`src/rtl/ahbl_burst_master.sv`:
```
// AHB-Lite initiator: turns single-command requests into SINGLE/INCR4/8/16 bursts with
// pipelined address/data phases, BUSY insertion for late write data and error abort.
module ahbl_burst_master #(
  parameter int unsigned AHB_AWIDTH = 32,
  parameter int unsigned AHB_DWIDTH = 32
) (
  input  logic                  HCLK,
  input  logic                  HRESET,
  input  logic                  cmd_valid,
  output logic                  cmd_ready,
  input  logic                  cmd_write,
  input  logic [AHB_AWIDTH-1:0] cmd_addr,
  input  logic [2:0]            cmd_size,
  input  logic [4:0]            cmd_beats,
  input  logic [AHB_DWIDTH-1:0] wr_data,
  input  logic                  wr_valid,
  output logic                  wr_ready,
  output logic [AHB_DWIDTH-1:0] rd_data,
  output logic                  rd_valid,
  output logic                  done,
  output logic                  err,
  output logic [AHB_AWIDTH-1:0] HADDR,
  output logic [1:0]            HTRANS,
  output logic                  HWRITE,
  output logic [2:0]            HSIZE,
  output logic [2:0]            HBURST,
  output logic [AHB_DWIDTH-1:0] HWDATA,
  input  logic [AHB_DWIDTH-1:0] HRDATA,
  input  logic                  HREADY,
  input  logic                  HRESP
);

  localparam logic [1:0] TrIdle   = 2'b00;
  localparam logic [1:0] TrBusy   = 2'b01;
  localparam logic [1:0] TrNonseq = 2'b10;
  localparam logic [1:0] TrSeq    = 2'b11;

  typedef enum logic [2:0] {StIdle, StAddr, StBurst, StLast, StErr1, StErr2} state_e;

  state_e                  state_q, state_d;
  logic [AHB_AWIDTH-1:0]   addr_q;
  logic                    write_q;
  logic [2:0]              size_q;
  logic [2:0]              burst_q;
  logic [4:0]              beats_q;
  logic [4:0]              a_cnt_q;
  logic [4:0]              d_cnt_q;
  logic                    dphase_q;
  logic [AHB_DWIDTH-1:0]   wbuf_q;
  logic                    wbuf_full_q;
  logic [AHB_DWIDTH-1:0]   hwdata_q;
  logic [AHB_DWIDTH-1:0]   rd_data_q;
  logic                    rd_valid_q;
  logic                    done_q;
  logic                    err_q;

  logic        beats_ok, size_ok, align_ok, cross_1k, cmd_legal;
  logic [10:0] span;
  logic [2:0]  burst_enc;
  logic        beat_held, xfer, err_first, data_ok, last_addr, last_data;

  always_comb begin
    beats_ok  = 1'b1;
    burst_enc = 3'b000;
    case (cmd_beats)
      5'd1:    burst_enc = 3'b000;
      5'd4:    burst_enc = 3'b011;
      5'd8:    burst_enc = 3'b101;
      5'd16:   burst_enc = 3'b111;
      default: beats_ok  = 1'b0;
    endcase
    size_ok  = (cmd_size <= 3'd2);
    align_ok = !((cmd_size == 3'd1 && cmd_addr[0]) ||
                 (cmd_size == 3'd2 && cmd_addr[1:0] != 2'b00));
    // Last byte of the burst must stay inside the same 1KB page.
    span      = {1'b0, cmd_addr[9:0]} + (11'(cmd_beats) << cmd_size[1:0]);
    cross_1k  = (span > 11'd1024);
    cmd_legal = beats_ok && size_ok && align_ok && !cross_1k;
  end

  // Output / handshake decode
  always_comb begin
    cmd_ready = (state_q == StIdle);
    wr_ready  = ((state_q == StAddr) || (state_q == StBurst)) && !wbuf_full_q;
    // A write beat arriving this cycle is bypassed straight into the address phase.
    beat_held = !write_q || wbuf_full_q || (wr_valid && wr_ready);
    HTRANS    = TrIdle;
    case (state_q)
      StAddr:  HTRANS = beat_held ? TrNonseq : TrIdle;
      StBurst: HTRANS = beat_held ? TrSeq : TrBusy;
      default: HTRANS = TrIdle;
    endcase
  end

  assign xfer      = HREADY && HTRANS[1];
  assign err_first = dphase_q && HRESP && !HREADY;
  assign data_ok   = HREADY && dphase_q && !HRESP;
  assign last_addr = ((a_cnt_q + 5'd1) == beats_q);
  assign last_data = (d_cnt_q == (beats_q - 5'd1));

  always_comb begin
    state_d = state_q;
    case (state_q)
      StIdle:  if (cmd_valid) state_d = cmd_legal ? StAddr : StErr2;
      StAddr, StBurst: begin
        if (err_first)  state_d = StErr1;
        else if (xfer)  state_d = last_addr ? StLast : StBurst;
      end
      StLast: begin
        if (err_first)                  state_d = StErr1;
        else if (data_ok && last_data)  state_d = StIdle;
      end
      StErr1:  if (HREADY) state_d = StErr2;
      StErr2:  state_d = StIdle;
      default: state_d = StIdle;
    endcase
  end

  always_ff @(posedge HCLK) begin
    if (HRESET) state_q <= StIdle;
    else        state_q <= state_d;
  end

  always_ff @(posedge HCLK) begin
    if (HRESET) begin
      addr_q      <= '0;
      write_q     <= 1'b0;
      size_q      <= 3'b000;
      burst_q     <= 3'b000;
      beats_q     <= 5'd0;
      a_cnt_q     <= 5'd0;
      d_cnt_q     <= 5'd0;
      dphase_q    <= 1'b0;
      wbuf_q      <= '0;
      wbuf_full_q <= 1'b0;
      hwdata_q    <= '0;
      rd_data_q   <= '0;
      rd_valid_q  <= 1'b0;
      done_q      <= 1'b0;
      err_q       <= 1'b0;
    end else begin
      rd_valid_q <= 1'b0;
      done_q     <= 1'b0;
      err_q      <= 1'b0;
      if (state_q == StIdle && cmd_valid) begin
        if (cmd_legal) begin
          addr_q  <= cmd_addr;
          write_q <= cmd_write;
          size_q  <= cmd_size;
          burst_q <= burst_enc;
          beats_q <= cmd_beats;
          a_cnt_q <= 5'd0;
          d_cnt_q <= 5'd0;
        end else begin
          done_q <= 1'b1;
          err_q  <= 1'b1;
        end
      end
      if (HREADY) dphase_q <= xfer;
      if (data_ok) begin
        d_cnt_q <= d_cnt_q + 5'd1;
        if (!write_q) begin
          rd_valid_q <= 1'b1;
          rd_data_q  <= HRDATA;
        end
      end
      if (xfer) begin
        addr_q  <= addr_q + (AHB_AWIDTH'(1) << size_q);
        a_cnt_q <= a_cnt_q + 5'd1;
        if (write_q) begin
          hwdata_q    <= wbuf_full_q ? wbuf_q : wr_data;
          wbuf_full_q <= 1'b0;
        end
      end else if (wr_valid && wr_ready) begin
        wbuf_q      <= wr_data;
        wbuf_full_q <= 1'b1;
      end
      if (state_q == StLast && data_ok && last_data) done_q <= 1'b1;
      if (state_q == StErr1) begin
        wbuf_full_q <= 1'b0;
        if (HREADY) begin
          done_q <= 1'b1;
          err_q  <= 1'b1;
        end
      end
    end
  end

  assign HADDR    = addr_q;
  assign HWRITE   = write_q;
  assign HSIZE    = size_q;
  assign HBURST   = burst_q;
  assign HWDATA   = hwdata_q;
  assign rd_data  = rd_data_q;
  assign rd_valid = rd_valid_q;
  assign done     = done_q;
  assign err      = err_q;

endmodule

```
`config.mk`:
```
export PLATFORM = sky130hd
export DESIGN_NAME = ahbl_burst_master
export DESIGN_NICKNAME = d
export VERILOG_FILES = /design/src/rtl/ahbl_burst_master.sv
export SDC_FILE = /design/constraint.sdc
export NUM_CORES = 1
export LEC_CHECK = 0
export ABC_AREA = 1
export CORE_ASPECT_RATIO = 0.7
export CORE_MARGIN = 4
export CORE_UTILIZATION = 54
export DETAILED_ROUTE_END_ITERATION = 8
export PLACE_DENSITY = 0.95
export SLEW_MARGIN = 20
export SYNTH_ARGS = -nofsm -noshare
export SYNTH_HDL_FRONTEND = slang
export SYNTH_SLANG_ARGS = --single-unit
```
`constraint.sdc`:
```
create_clock -name HCLK -period 5.4 [get_ports HCLK]
set_clock_uncertainty 0.15 [all_clocks]
set_input_delay 0.81 -clock HCLK [delete_from_list [all_inputs] [get_ports HCLK]]
set_output_delay 0.81 -clock HCLK [all_outputs]
set_load 0.1 [all_outputs]
```
==> flow_summary.yaml <==
outcome:
  outcome: "finished clean"
min_path:
  hold_end: "HWDATA[30]$_SDFFE_PP0P_"
  worstHoldStart: "HWDATA[30]$_SDFFE_PP0P_"
  hold_path_class: "register to register"
  hold_depth: 2
grt:
  grt_overflow: 0
  grt_max_degree: 79
  antenna_found_initial: 0
  grt_pass1_vias: 8780
  gr-usage-all-layers_pct: 27.4
  grt_pass1_wl_mm: 42.1
routing:
  drcViolationCount: 0
  drt_first_pass_iters: 9
  viasPerCell: 5.54
  num_vias: 9306
  wirelength_mm: 25.2
  dr.first_iter.drc_count: 966
  wl_per_cell_um: 15.0
  antenna_left: 0
floorplan:
  fp.coreArea_mm2: 0.0155
  dieArea_mm2: 0.0181
  die_x_um: 159
  die_h_um: 114
  io_pins: 221
  num_rows: 38
  initial_utilization_pct: 55.4
job:
  drv_cap: 0
synth:
  ys_seq_area_share_pct: 36.7
  synth-xor-area-share_pct: 2.44
  synth_compound_area_share_pct: 17.5
  ys_warn_count: 0
  synth_mux_area_share_pct: 0.232
  synth_edf_count: 0
  ys_types: 41
  ys_ff_latch: 158
  synth_ff_type: "dfxtp_1"
  synthAdderAreaFrac_pct: 3.22
  avgSynthCellArea_um2: 6.68
  syn_nets: 1422
  async_reset_ff_share_pct: 0
  synth-simple-area-share_pct: 30.7
  netlist_instances: 1290
  synth_top_family_by_area: "simple AND/OR/NAND/NOR gates"
  syn-cell-area_mm2: 0.00862
clocking:
  clockRootBuffer: "clkbuf_16"
  cts_max_level: 4
  cts.sinks: 158
  post_cts_buffers: 0
  cts_resized: 0
  clkLatencyLatePin_ps: 420
  clkSlewWorstSetupHoldPaths_ps: 60
  cts_inserted_buffers: 17
  cts_buffer_depth: 2
  cts_hold_buf: 0
  cts_tree: "built"
layout:
  fin_area_mm2: 0.0114
  nets: 1600
  layout-drive-gt1-share_pct: 6.08
  area_delta_synth_final_pct: 32.4
  multi_input_area_mm2: 0.00467
  n_antenna_cell: 0
  layout_commonest_cell: "nand2_1"
  layout_common_cells: "nand2_1 (310), clkdlybuf4s50_1 (219), dfxtp_1 (157)"
  fillers: 1233
  fin_util_pct: 73.4
  register_area_mm2: 0.00316
critical_path:
  rr_endpoint: "HADDR[15]$_SDFFE_PP0P_"
  cp-end-kind: "register"
  path_cells: "clkdlybuf4s50_1 -> o21ai_0 -> nor2_1 -> inv_1 -> fa_1 -> inv_1 -> nand2_1 -> nand2_1 -> nand3_1 -> nand3_1 -> nand2_1 -> nor2_1 -> nand2_1 -> o21bai_4 -> nand3_4 -> nand2_8 -> nand2_1 -> a21oi_2"
  ff2ff_setup_slack_ps: 2300
  crit_arrival_ps: 4290
  crit_path_max_incr_delay_ps: 700
  cp.buffers_inverters: 3
  crit_top_cell: "nand2_1"
  start_kind: "input port"
  r2r-start: "wbuf_full_q$_SDFFE_PP0P_"
  rr_worst_depth: 12
  critPathMaxFanout: 36
  crit_required_ps: 5580
  crit_type: "input port to register"
  slowest_stage: "clkdlybuf4s50_1"
  crit_family: "simple AND/OR/NAND/NOR gates"
timing:
  maxSlewHeadroom_pct: 29.4
  rsz0062_at_grt: "no"
  worstMarginPinSlew_ps: 1060
  finalCriticalPeriod_ps: 4110
  setup_violations: 0
  maxSlewViolCount: 0
  finalCritPeriodShare_pct: 76.1
  fin_setup_tns_ps: 0
  hold_viol: 0
  fmax_mhz: 243
place:
  numPortBuffers: 220
  gp_congestion: 0.952
  hpwl_mm: 17.8
  postPlaceCellArea_mm2: 0.0108
pwr:
  leakagePower_nw: 4.63
  vdd_drop_max_mv: 0.294
  power.density_mw_per_mm2: 364
where the power goes:
part | internal (W) | total (W) | switching [W]
clock network | 0.000746 | 0.00127 | 0.000525
registers | 0.00128 | 0.00140 | 0.000115
logic | 0.000398 | 0.00149 | 0.00110
total | 0.00243 | 0.00416 | 0.00174
worst max-delay path by stage:
stage / start / slack [ps] / cells past startpoint / to
after detailed placement: cmd_size[0] / 930 / 18 / HADDR[8]$_SDFFE_PP0P_
after global routing: cmd_size[0] / 940 / 18 / HADDR[5]$_SDFFE_PP0P_
final: cmd_size[0] / 1290 / 18 / HADDR[8]$_SDFFE_PP0P_
after floorplan: state_q[1]$_SDFFE_PP0P_ / 1860 / 1 / HTRANS[0]
after CTS: cmd_size[0] / 1340 / 18 / HADDR[8]$_SDFFE_PP0P_
after global placement: cmd_size[0] / 1080 / 18 / HADDR[16]$_SDFFE_PP0P_
tightest hold or removal path, stage by stage (launching register included):
cell     delay, ps
dfxtp_1        310
nand2_1         60
a21oi_1         50
through the flow:
step,total power (W),setup WS [ps],hold slack [ps],std cells
after global placement,0.00287,1080,299,1649
after global routing,0.00435,940,339,1681
after CTS,0.00416,1340,315,1681
final,0.00416,1290,313,1681
after detailed placement,0.00290,930,305,1649
after floorplan,0.00253,1860,294,1290
synthesized netlist by cell type, types with 15 or more instances:
cell | n | share of area [%]
a21oi_1 | 119 | 6.9
a21oi_2 | 15 | 1.5
buf_2 | 19 | 1.1
clkbuf_1 | 34 | 1.5
dfxtp_1 | 158 | 37
ha_1 | 19 | 2.8
inv_1 | 113 | 4.9
nand2_1 | 311 | 14
nand3_1 | 121 | 7.0
nor2_1 | 115 | 5.0
nor3_1 | 21 | 1.2
o21ai_0 | 131 | 7.6
kinds of logic (layout without fill, tap and decap cells):
logic type | count (synthesis) | after routing
DFF | 158 | 158
buffers and inverters | 188 | 379
muxes | 2 | 2
xor gates and xnor gates | 24 | 24
and+or+nand+nor | 615 | 615
AOI/OAI and AO/OA | 282 | 282
adders and majority gates | 21 | 21
layout make-up:
type | instances | area share, %
Clock buffer | 18 | 3.76
Sequential cell | 158 | 27.7
Multi-Input combinational cell | 944 | 40.9
Timing Repair Buffer | 228 | 19.8
Inverter | 119 | 3.91
Clock inverter | 14 | 1.70
Tap cell | 200 | 2.19
flip-flops by register name, indices dropped and copies added, names as in the netlist:
signal	flops
HADDR	32
HWDATA	32
rd_data	32
wbuf_q	32
a_cnt_q	5
beats_q	5
d_cnt_q	5
HBURST	3
HSIZE	3
state_q	3
HWRITE	1
done	1
dphase_q	1
err	1
rd_valid	1
wbuf_full_q	1
layer usage:
metal / routed length [um] / vias to the layer above / global-route usage, %
li1: - / 4583 / -
met1: 10900 / 4215 / 36.1
met2: 11200 / 451 / 44.3
met3: 2470 / 57 / 7.76
met4: 608 / 0 / 8.27
met5: 0 / - / 0
No activity file was read; power rests on OpenSTA's default activity.
